### src/rtl/tl_mem_arbiter.sv
// Round-robin arbiter sharing one TileLink-UL SRAM port between Dcache (m0) and Icache (m1).
// One transaction in flight; a D-channel timeout synthesizes a denied response.
module tl_mem_arbiter #(
    parameter int TIMEOUT = 256,
    parameter int CNT_W   = 9
) (
    input  logic        clk,
    input  logic        rst,
    input  logic        m0_a_valid,
    output logic        m0_a_ready,
    input  logic [79:0] m0_a_bits,
    output logic        m0_d_valid,
    input  logic        m0_d_ready,
    output logic [45:0] m0_d_bits,
    input  logic        m1_a_valid,
    output logic        m1_a_ready,
    input  logic [79:0] m1_a_bits,
    output logic        m1_d_valid,
    input  logic        m1_d_ready,
    output logic [45:0] m1_d_bits,
    output logic        s_a_valid,
    input  logic        s_a_ready,
    output logic [79:0] s_a_bits,
    input  logic        s_d_valid,
    output logic        s_d_ready,
    input  logic [45:0] s_d_bits,
    output logic        busy,
    output logic        grant,
    output logic        timeout_pulse
);

    localparam logic [1:0] IDLE   = 2'd0;
    localparam logic [1:0] A_SEND = 2'd1;
    localparam logic [1:0] D_WAIT = 2'd2;
    localparam logic [1:0] T_RESP = 2'd3;

    localparam logic [CNT_W-1:0] T_LAST = CNT_W'(TIMEOUT - 1);

    logic [1:0]       state;
    logic             last;
    logic [CNT_W-1:0] counter;
    logic [79:0]      aBuf;

    logic        winner;
    logic        anyValid;
    logic        gDReady;
    logic        dHs;
    logic        timeoutHit;
    logic [2:0]  tOpcode;
    logic [45:0] tBits;
    logic        respValid;
    logic [45:0] respBits;

    always_comb begin
        anyValid = m0_a_valid || m1_a_valid;
        // On a tie the master that did not win last time gets the port
        winner   = (m0_a_valid && m1_a_valid) ? ~last : m1_a_valid;
        gDReady  = grant ? m1_d_ready : m0_d_ready;
        dHs      = (state == D_WAIT) && s_d_valid && gDReady;
        timeoutHit = (TIMEOUT != 0) && (state == D_WAIT) && !dHs && (counter == T_LAST);

        tOpcode = (aBuf[79:77] == 3'd4) ? 3'd1 : 3'd0;
        tBits   = {tOpcode, aBuf[76:68], 1'b1, 1'b0, 32'd0};

        respValid = 1'b0;
        respBits  = '0;
        s_d_ready = 1'b1;
        case (state)
            D_WAIT: begin
                respValid = s_d_valid;
                respBits  = s_d_bits;
                s_d_ready = gDReady;
            end
            T_RESP: begin
                respValid = 1'b1;
                respBits  = tBits;
                s_d_ready = 1'b0;
            end
            default: ;
        endcase

        m0_a_ready    = (state == IDLE) && anyValid && !winner;
        m1_a_ready    = (state == IDLE) && anyValid && winner;
        m0_d_valid    = respValid && !grant;
        m1_d_valid    = respValid && grant;
        m0_d_bits     = grant ? '0 : respBits;
        m1_d_bits     = grant ? respBits : '0;
        s_a_valid     = (state == A_SEND);
        s_a_bits      = aBuf;
        busy          = (state != IDLE);
        timeout_pulse = timeoutHit;
    end

    always_ff @(posedge clk) begin
        if (rst) begin
            state   <= IDLE;
            last    <= 1'b1;
            grant   <= 1'b0;
            counter <= '0;
            aBuf    <= '0;
        end else begin
            case (state)
                IDLE: begin
                    if (anyValid) begin
                        aBuf  <= winner ? m1_a_bits : m0_a_bits;
                        grant <= winner;
                        state <= A_SEND;
                    end
                end
                A_SEND: begin
                    if (s_a_ready) begin
                        state   <= D_WAIT;
                        counter <= '0;
                    end
                end
                D_WAIT: begin
                    if (dHs) begin
                        last  <= grant;
                        state <= IDLE;
                    end else if (timeoutHit) begin
                        state <= T_RESP;
                    end else begin
                        counter <= counter + 1'b1;
                    end
                end
                T_RESP: begin
                    if (gDReady) begin
                        last  <= grant;
                        state <= IDLE;
                    end
                end
                default: state <= IDLE;
            endcase
        end
    end

endmodule

### config.mk
export PLATFORM = sky130hd
export DESIGN_NAME = tl_mem_arbiter
export DESIGN_NICKNAME = d
export VERILOG_FILES = /design/src/rtl/tl_mem_arbiter.sv
export SDC_FILE = /design/constraint.sdc
export NUM_CORES = 1
export LEC_CHECK = 0
export ABC_AREA = 1
export BUFFER_PORTS_ARGS = -buffer_cell sky130_fd_sc_hd__buf_2
export CAP_MARGIN = 20
export CORE_AREA = 2 2 153 155
export CTS_BUF_LIST = sky130_fd_sc_hd__clkbuf_8
export CTS_CLUSTER_SIZE = 14
export DETAILED_ROUTE_END_ITERATION = 10
export DIE_AREA = 0 0 155 157
export SLEW_MARGIN = 20
export SYNTH_ARGS = -nofsm -noshare
export SYNTH_HDL_FRONTEND = slang
export SYNTH_SLANG_ARGS = --single-unit
### constraint.sdc
create_clock -name clk -period 5.2 [get_ports clk]
set_input_delay 0 -clock clk [delete_from_list [all_inputs] [get_ports clk]]
set_output_delay 0 -clock clk [all_outputs]
set_load 0.005 [all_outputs]
# Yosys cells after proc, flatten, opt, wreduce, memory -nomap -nowiden
# Index checks and enable logic that the tools add are counted.
# Widths: inputs -> output; s select.
# op_classes
eq_ne	12
bitwise_logic	1
n_reduce_logical	22
addsub	1
muxes	22
# op_table
operator	n
$mux 46	2
$pmux 46 s2	1
$mux 80	1
$mux 9	3
$pmux 9 s2	1
$logic_and 1x1->1	10
$mux 2	5
$ne 2x2->1 const B	5
$add 9x1->9 const B	1
$eq 9x8->1 const B	1
$pmux 2 s4	1
$reduce_and 4->1	2
$pmux 1 s2	3
$reduce_bool 2->1	3
$mux 1	5
$eq 2x2->1 const B	2
$eq 3x3->1 const B	1
$logic_not 1->1	3
$ne 3x3->1 const B	1
$reduce_and 3->1	1
$eq 2x1->1 const B	1
$logic_not 2->1	1
$ne 2x1->1 const B	1
$reduce_and 2->1	1
other kinds (2)	2
# totals
elab_cells	63
ff_bits	93
input_bits	214

# Depth between registers and ports, before layout
# Gate-level depths: netlist of run 1.
# logic_depth
word_depth	9
ltp_mapped	10
ltp_nobuf	10

# Worst setup path after synthesis of run 1
# No wires, ideal clock.
# synth_path
path_kind	flip-flop to flip-flop
from	register counter[0]
to	register counter[6]
path_buffers	0
setup_time_ns	0.132
slack_ns	3.572
period_less_slack_ns	1.628
t_arrival_ns	1.496
path_stages_with_launch	10
path_cell_list	dfxtp_1 ha_1 nand4_1 nor3_1 ha_1 inv_1 o21ai_0 nor2_2 nand2_1 a21oi_1
# synth_between
elab_chain_len	4
elab_cells_between_ends	8
cone_classes	add/sub: 1; eq/ne: 2; mux: 3; reduce/logical: 2
# synth_lines
item	line_no	rtl
start: declaration	41	logic [CNT_W-1:0] counter;
start signal: assignment	123	counter <= counter + 1'b1;
$add 9x1->9 / $eq 9x8->1 (equally long branches)	123, 60	
$mux 9 / $logic_and 1x1->1 (equally long branches)	120, 60	
$mux 9 / $ne 2x2->1 (equally long branches)	--	
$pmux 9 s2 / $reduce_and 4->1 (equally long branches)	--	
# Parallel ways exist; a longest one is shown, timed or not. The select of a mux whose other input is x is not followed.
# A chain may end at the register's enable or synchronous reset.

# Worst setup path after layout of run 1
# layout_path
from	register state[1]
to	register aBuf[10] (netlist: s_a_bits[10])
# layout_between
elab_chain_len	2
# layout_lines
item	line_no	rtl
start: declaration	39	logic [1:0] state;
start signal: assignment	96	state <= IDLE;
start signal: assignment	107	state <= A_SEND;
start signal: assignment	112	state <= D_WAIT;
$logic_not 2->1	102	case (state)
$reduce_and 2->1 (no line)	--	
end signal: assignment	105	aBuf <= winner ? m1_a_bits : m0_a_bits;
end: declaration	42	logic [79:0] aBuf;
# No other way between the ends.

==> results of run 1 <==
## stage by stage
step | util | power [mW] | std cells | cell area [um^2]
floorplan | - | 1.83 | 758 | 4850
global placement | 0.311 | 2.40 | 1386 | 6990
detailed placement | 0.311 | 2.41 | 1386 | 6990
CTS | 0.391 | 3.18 | 1562 | 8790
global route | 0.391 | 3.41 | 1565 | 8800
finish | 0.391 | 3.16 | 1565 | 8800
## critical path: stages (launching register included)
cell and delay, ns:
dfxtp_1 0.42, nor2_4 0.20, o21ai_4 0.07, buf_4 0.39, nor2_4 0.67, buf_4 0.57, nand2_1 0.13, a31oi_1 0.20
dlygate4sd3_1 0.57
## flip-flops by register name, indices dropped and copies added, names as in the netlist
name / cells
s_a_bits: 80
counter: 9
state: 2
grant: 1
last: 1
## logic make-up (layout without fill, tap and decap cells)
kind of cell,count (synthesis),count (layout)
and+or+nand+nor,428,428
buffers and inverters,125,644
AOI/OAI and AO/OA,109,109
DFF,93,93
adders and majority gates,2,2
xor gates and xnor gates,1,1
other,0,3
## layer usage
metal | wire length (um) | GRT usage | share of wire
met5 | 0 | 0 | 0
met4 | 733 | 0.0794 | 0.032
met3 | 1500 | 0.0391 | 0.066
met2 | 12000 | 0.342 | 0.52
met1 | 8650 | 0.180 | 0.38
## Yosys cell counts
master,n
nand2_2,3
buf_2,25
a32o_1,1
nand3_1,12
nand4_1,3
a22o_1,9
and2_1,1
o21ai_0,6
o211ai_1,1
clkbuf_1,31
inv_2,1
a31oi_1,80
nand3_2,1
nor2_2,1
nor3_1,71
xnor2_1,1
dfxtp_1,93
a21oi_1,9
nor2_4,2
inv_1,66
o21ai_2,1
nand2_1,287
a21boi_2,1
nor2_1,47
buf_4,1
o21bai_1,1
ha_1,2
buf_1,1
## power by group through the flow
stage	Sequential, mW	Clock (mW)	Combinational (mW)
global placement	1.03	0	1.37
detailed placement	1.03	0	1.39
global route	1.04	0.540	1.82
finish	1.02	0.497	1.65
floorplan	1.02	0	0.816
CTS	1.02	0.519	1.65
## placed cells by master, fill, tap and decap left out, types with 2 or more instances in the layout
cell / netlist / final
nor2_4: 2 / 2
nor2_1: 47 / 47
o21ai_0: 6 / 6
a21oi_1: 9 / 9
diode_2: 0 / 3
nand3_1: 12 / 12
a22o_1: 9 / 9
dfxtp_1: 93 / 92
inv_1: 66 / 67
buf_2: 25 / 394
a31oi_1: 80 / 80
nand4_1: 3 / 3
clkbuf_8: 0 / 9
ha_1: 2 / 2
clkinvlp_4: 0 / 3
buf_4: 1 / 7
nand2_2: 3 / 3
nor3_1: 71 / 71
dlygate4sd3_1: 0 / 161
nand2_1: 287 / 287
## how the worst max path moves through the flow
stage	endpoint	startpoint
CTS	s_a_bits[16]$_SDFFE_PP0P_	state[1]$_SDFFE_PP0P_
detailed placement	s_a_bits[24]$_SDFFE_PP0P_	state[1]$_SDFFE_PP0P_
global route	s_a_bits[10]$_SDFFE_PP0P_	state[1]$_SDFFE_PP0P_
floorplan	counter[6]$_SDFFE_PP0P_	counter[0]$_SDFFE_PP0P_
global placement	s_a_bits[33]$_SDFFE_PP0P_	state[1]$_SDFFE_PP0P_
finish	s_a_bits[10]$_SDFFE_PP0P_	state[1]$_SDFFE_PP0P_
## layout make-up
type	count	area, um^2	area share
multi-input combinational	540	2490	0.283
clock buffer	9	124	0.0141
antenna	3	7.51	0.000853
sequential	93	1860	0.212
inverter	67	251	0.0286
timing repair buffer	562	3640	0.413
tap	285	357	0.0405
clock inverter	6	65.1	0.00740
==> results.py, run 1 <==
metrics = {
    "min_path": {
        "worstHoldPathCells": 7,
        "hp-start": "s_a_ready",
        "whs_endpoint": "state[1]$_SDFFE_PP0P_",
        "hp-class": "in2reg",
    },
    "synthesis": {
        "yosys.area.top_type": "dfxtp_1",
        "synth_top_family_by_area": "simple AND/OR/NAND/NOR gates",
        "seq_area_frac_synth": 0.384,
        "synth_area_leaders": "dfxtp_1, nand2_1, a31oi_1, nor3_1, inv_1",
        "yosys.area_share.simple": 0.361,
        "synth-seq-cells": 93,
        "synth_compound_area_frac": 0.144,
        "syn_nets": 974,
        "netlist-cell-type-count": 28,
        "synth.area.mux_share": 0,
        "synth_xor_area_frac": 0.00181,
        "avgSynthCellArea_um2": 6.40,
        "synthDominantCellAreaShare": 0.384,
        "netlist_area_um2": 4850,
        "syn-instance-count": 758,
        "ys_warn_count": 0,
        "synth_adder_area_share": 0.00516,
    },
    "drt": {
        "drc_errors": 0,
        "drtPass1Iterations": 5,
        "routedWlPerCell_um": 14.6,
        "vias_per_cell": 4.46,
        "finalWirelength_um": 22800,
        "num_vias": 6984,
        "drt_iter0_drc": 410,
        "route.antenna.remaining_nets": 0,
    },
    "critical_path": {
        "r2r-end": "s_a_bits[10]$_SDFFE_PP0P_",
        "r2r_setup_slack_ns": 1.86,
        "critPathKind": "reg2reg",
        "reg2reg_from": "state[1]$_SDFFE_PP0P_",
        "worstPathRequired_ns": 5.51,
        "worstSetupEndpointType": "flip-flop",
        "cp.arrival_ns": 3.65,
        "r2r_cells": 8,
        "cp_max_fo": 82,
        "start_kind": "flip-flop",
    },
    "clock_tree": {
        "numCtsBuffers": 9,
        "post_cts_resized": 0,
        "htree_levels": 3,
        "clock_latency_ns": 0.37,
        "cts_hold_buf": 161,
        "cts.sinks": 93,
        "cts_root_buffer": "clkbuf_8",
        "clkTransAtPathRegs_ns": 0.10,
        "post_cts_buffers": 0,
        "cts_buffer_depth": 2,
        "tritoncts": "done",
    },
    "sta": {
        "relSlewSlack": 0.391,
        "fin_tns_setup_ns": 0,
        "min_period_ns": 3.34,
        "rsz0062_at_grt": "no",
        "tightest_slew_ns": 0.914,
        "whs_ns": 0.127,
        "slew_viol_final": 0,
        "hold_viol": 0,
        "period_share": 0.643,
        "setup_viol_count_final": 0,
        "fin_ws_ns": 1.86,
        "fin_worst_skew_ns": 0.0147,
        "fmax_mhz": 299,
    },
    "power": {
        "combPwrFrac": 0.521,
        "intPower_mw": 1.83,
        "p_leak_nw": 4.50,
        "pwr-share-seq": 0.322,
        "p_per_area_nw_per_um2": 360,
        "p_switching_mw": 1.33,
        "p_clk_frac": 0.157,
        "sw_frac_of_total": 0.420,
        "ir_drop_mv": 0.268,
    },
    "layout": {
        "fillers": 2373,
        "final_nets": 1489,
        "syn_to_final_growth_pct": 81.4,
        "drive_gt1_frac": 0.334,
    },
    "floorplan": {
        "die_area_um2": 24300,
        "die_x_um": 155,
        "rows": 55,
        "ios": 395,
        "die_h_um": 157,
        "core-area_um2": 22500,
        "initial_utilization": 0.216,
    },
    "global_route": {
        "gr-total-overflow": 0,
        "grt_max_degree": 83,
        "grt_util_all_layers": 0.176,
        "antenna_found_initial": 3,
        "grt_pass1_wl_um": 33700,
        "grt_pass1_vias": 6736,
    },
    "place": {
        "place_ws_ns": 2.47,
        "gp_congestion": 0.826,
        "post-dp-hpwl_um": 16100,
        "portBuffers": 394,
    },
    "run_status": {
        "status": "finished clean",
    },
    "job": {
        "cap_violations": 0,
    },
}
No activity file was read; power rests on OpenSTA's default activity.
==> run 2, diff against run 1 <==
- ABC_AREA: 1 -> 0
- clock period: 5.2 -> 2.95 ns (I/O delays scaled with it)
==> results.py, run 2 <==
metrics = {
    "sta": {
        "rsz0062_at_grt": "no",
        "setup_viol_count_final": 0,
        "relSlewSlack": 0.469,
        "fin_worst_skew_ns": 0.0156,
        "slew_viol_final": 0,
        "tightest_slew_ns": 0.796,
        "fin_tns_setup_ns": 0,
        "fmax_mhz": 380,
        "min_period_ns": 2.63,
        "hold_viol": 0,
        "period_share": 0.892,
    },
    "clock_tree": {
        "tritoncts": "done",
        "clock_latency_ns": 0.38,
        "cts.sinks": 93,
        "cts_buffer_depth": 2,
        "cts_root_buffer": "clkbuf_8",
        "htree_levels": 3,
        "numCtsBuffers": 9,
        "clkTransAtPathRegs_ns": 0.10,
    },
    "critical_path": {
        "cp_slowest_cell": "dlygate4sd3_1",
        "critPathLaunch": "state[1]$_SDFFE_PP0P_",
        "critPathMostFrequentCell": "nor2_1",
        "critPathKind": "reg2reg",
        "r2r_setup_slack_ns": 0.32,
        "crit_path_max_incr_delay_ns": 0.61,
        "start_kind": "flip-flop",
        "worstPathRequired_ns": 3.22,
        "worstSetupEndpointType": "flip-flop",
        "cp_max_fo": 43,
        "reg2reg_from": "state[1]$_SDFFE_PP0P_",
        "cp.arrival_ns": 2.90,
        "worstPathCellList": "nor2_1 > o21ai_4 > buf_16 > buf_4 > a222oi_1 > dlygate4sd3_1 > nor2_1",
        "r2r-end": "s_a_bits[22]$_SDFFE_PP0P_",
        "r2r_cells": 7,
    },
    "synthesis": {
        "synth_top_flop_cell": "dfxtp_1",
        "synth_edf_count": 0,
        "synth_area_leaders": "dfxtp_1, a222oi_1, and2_1, nor2_1, buf_2",
        "async_flop_share": 0,
        "synth.most_common_cell": "nor2_1",
        "seq_area_frac_synth": 0.430,
        "ys_warn_count": 0,
        "synth-seq-cells": 93,
        "netlist_area_um2": 4330,
        "synthDominantCellAreaShare": 0.430,
        "netlist-cell-type-count": 37,
        "yosys.area.top_type": "dfxtp_1",
        "avgSynthCellArea_um2": 8.93,
        "syn_nets": 701,
        "syn-instance-count": 485,
        "synth_common_cells": "nor2_1, dfxtp_1, a222oi_1",
    },
    "place": {
        "dp_cells": 1125,
        "portBuffers": 394,
        "gp_congestion": 0.810,
        "post-dp-hpwl_um": 16400,
    },
    "power": {
        "ir_drop_mv": 0.199,
        "p_per_area_nw_per_um2": 431,
        "p_leak_nw": 4.06,
    },
    "floorplan": {
        "die_area_um2": 24300,
        "die_x_um": 155,
        "core-area_um2": 22500,
        "die_h_um": 157,
        "ios": 395,
        "initial_utilization": 0.193,
        "rows": 55,
    },
    "min_path": {
        "hp-class": "in2reg",
        "worstHoldPathCells": 3,
        "hp-start": "m1_a_valid",
        "whs_endpoint": "state[0]$_SDFFE_PP0P_",
    },
    "layout": {
        "syn_to_final_growth_pct": 94.0,
        "drive_gt1_frac": 0.421,
        "final_common_cell": "buf_2",
        "seq_area_um2": 1860,
        "fillers": 2268,
        "largest_reg_flops": 80,
        "final_cell_mix": "buf_2, dlygate4sd3_1, nor2_1",
        "multi_input_area_um2": 2240,
        "final_cells": 1308,
        "final_nets": 1232,
    },
    "drt": {
        "drc_errors": 0,
        "drt_iter0_drc": 723,
        "route.antenna.remaining_nets": 0,
        "finalWirelength_um": 23500,
        "drtPass1Iterations": 8,
        "vias_per_cell": 4.78,
        "num_vias": 6255,
        "routedWlPerCell_um": 18.0,
    },
    "global_route": {
        "grt_util_all_layers": 0.182,
        "grt_max_degree": 52,
        "grt_pass1_wl_um": 34000,
        "antenna_found_initial": 6,
        "gr-total-overflow": 0,
        "grt_pass1_vias": 6135,
    },
    "job": {
        "cap_violations": 0,
    },
    "run_status": {
        "status": "finished clean",
    },
}
==> run 2: cell count changes in the layout (fill, tap and decap cells not counted), sizes merged, moves of 9 or more <==
cell    previous run  this run
a222oi             0        80
a22o               9         0
a31oi             80         1
and2               1        70
inv               69        10
mux2i              0        10
nand2            290         9
nand3             13         4
nor2              50       115
nor3              71         2
==> run 2: layer usage <==
metal  up-vias  GRT usage  share of wire
met5         -          0         0.0011
met4         4     0.0825          0.032
met3        40     0.0446          0.088
met2       402      0.339           0.51
met1      2941      0.195           0.37
li1       2868          -              -
==> run 2: area by class of cell <==
cell class / count / area share
Clock inverter: 7 / 0.00819
Tap cell: 285 / 0.0424
Antenna cell: 2 / 0.000596
Clock buffer: 9 / 0.0147
Inverter: 7 / 0.00313
Sequential cell: 93 / 0.222
Multi-Input combinational cell: 337 / 0.267
Timing Repair Buffer: 568 / 0.443
==> run 2: how the worst max path moves through the flow <==
stage | endpoint
after global routing | s_a_bits[42]$_SDFFE_PP0P_
after floorplan | counter[7]$_SDFFE_PP0P_
after global placement | s_a_bits[56]$_SDFFE_PP0P_
final | s_a_bits[22]$_SDFFE_PP0P_
after detailed placement | s_a_bits[43]$_SDFFE_PP0P_
after CTS | s_a_bits[43]$_SDFFE_PP0P_
==> run 2: worst max-delay path: cells and delay by family (launching register included) <==
family	cells	cell delay, ns
buf+inv	3	1.12
flops	1	0.43
compound gates	2	0.54
simple gates	2	0.41
==> run 2: power by group <==
group	total [mW]	switching, mW	internal (mW)
clock network	0.884	0.555	0.329
logic	1.27	0.553	0.719
registers	1.47	0.0882	1.38
==> run 2: cells by family after synthesis <==
| group | Yosys count | synth area share |
|---|---|---|
| AND/OR/NAND/NOR | 214 | 0.238 |
| AO/OA/AOI/OAI | 106 | 0.235 |
| flip-flops | 93 | 0.430 |
| buffers and inverters | 55 | 0.0572 |
| multiplexers | 11 | 0.0266 |
| XOR/XNOR | 4 | 0.00809 |
| adder cells (fa/ha/maj) | 2 | 0.00577 |
==> run 2: repair_timing <==
action / CTS / global route
gates resized for setup: 0 / 1
setup endpoints to repair: 0 / 1
buffers inserted: 0 / 0
hold buffers: 164 / 0
hold endpoints to repair: 83 / 0
==> run 2: stage by stage <==
stage                     area, um^2  power [mW]  setup slack, ns  hold WS, ns   util
after detailed placement        6530        2.36            0.819        0.265  0.290
after global placement          6530        2.35            0.873        0.252  0.290
after global routing            8400        3.82            0.150       0.0900  0.373
final                           8400        3.62            0.317       0.0523  0.373
after CTS                       8370        3.60            0.265       0.0393  0.372
after floorplan                 4330        1.92             1.12       0.0562      -
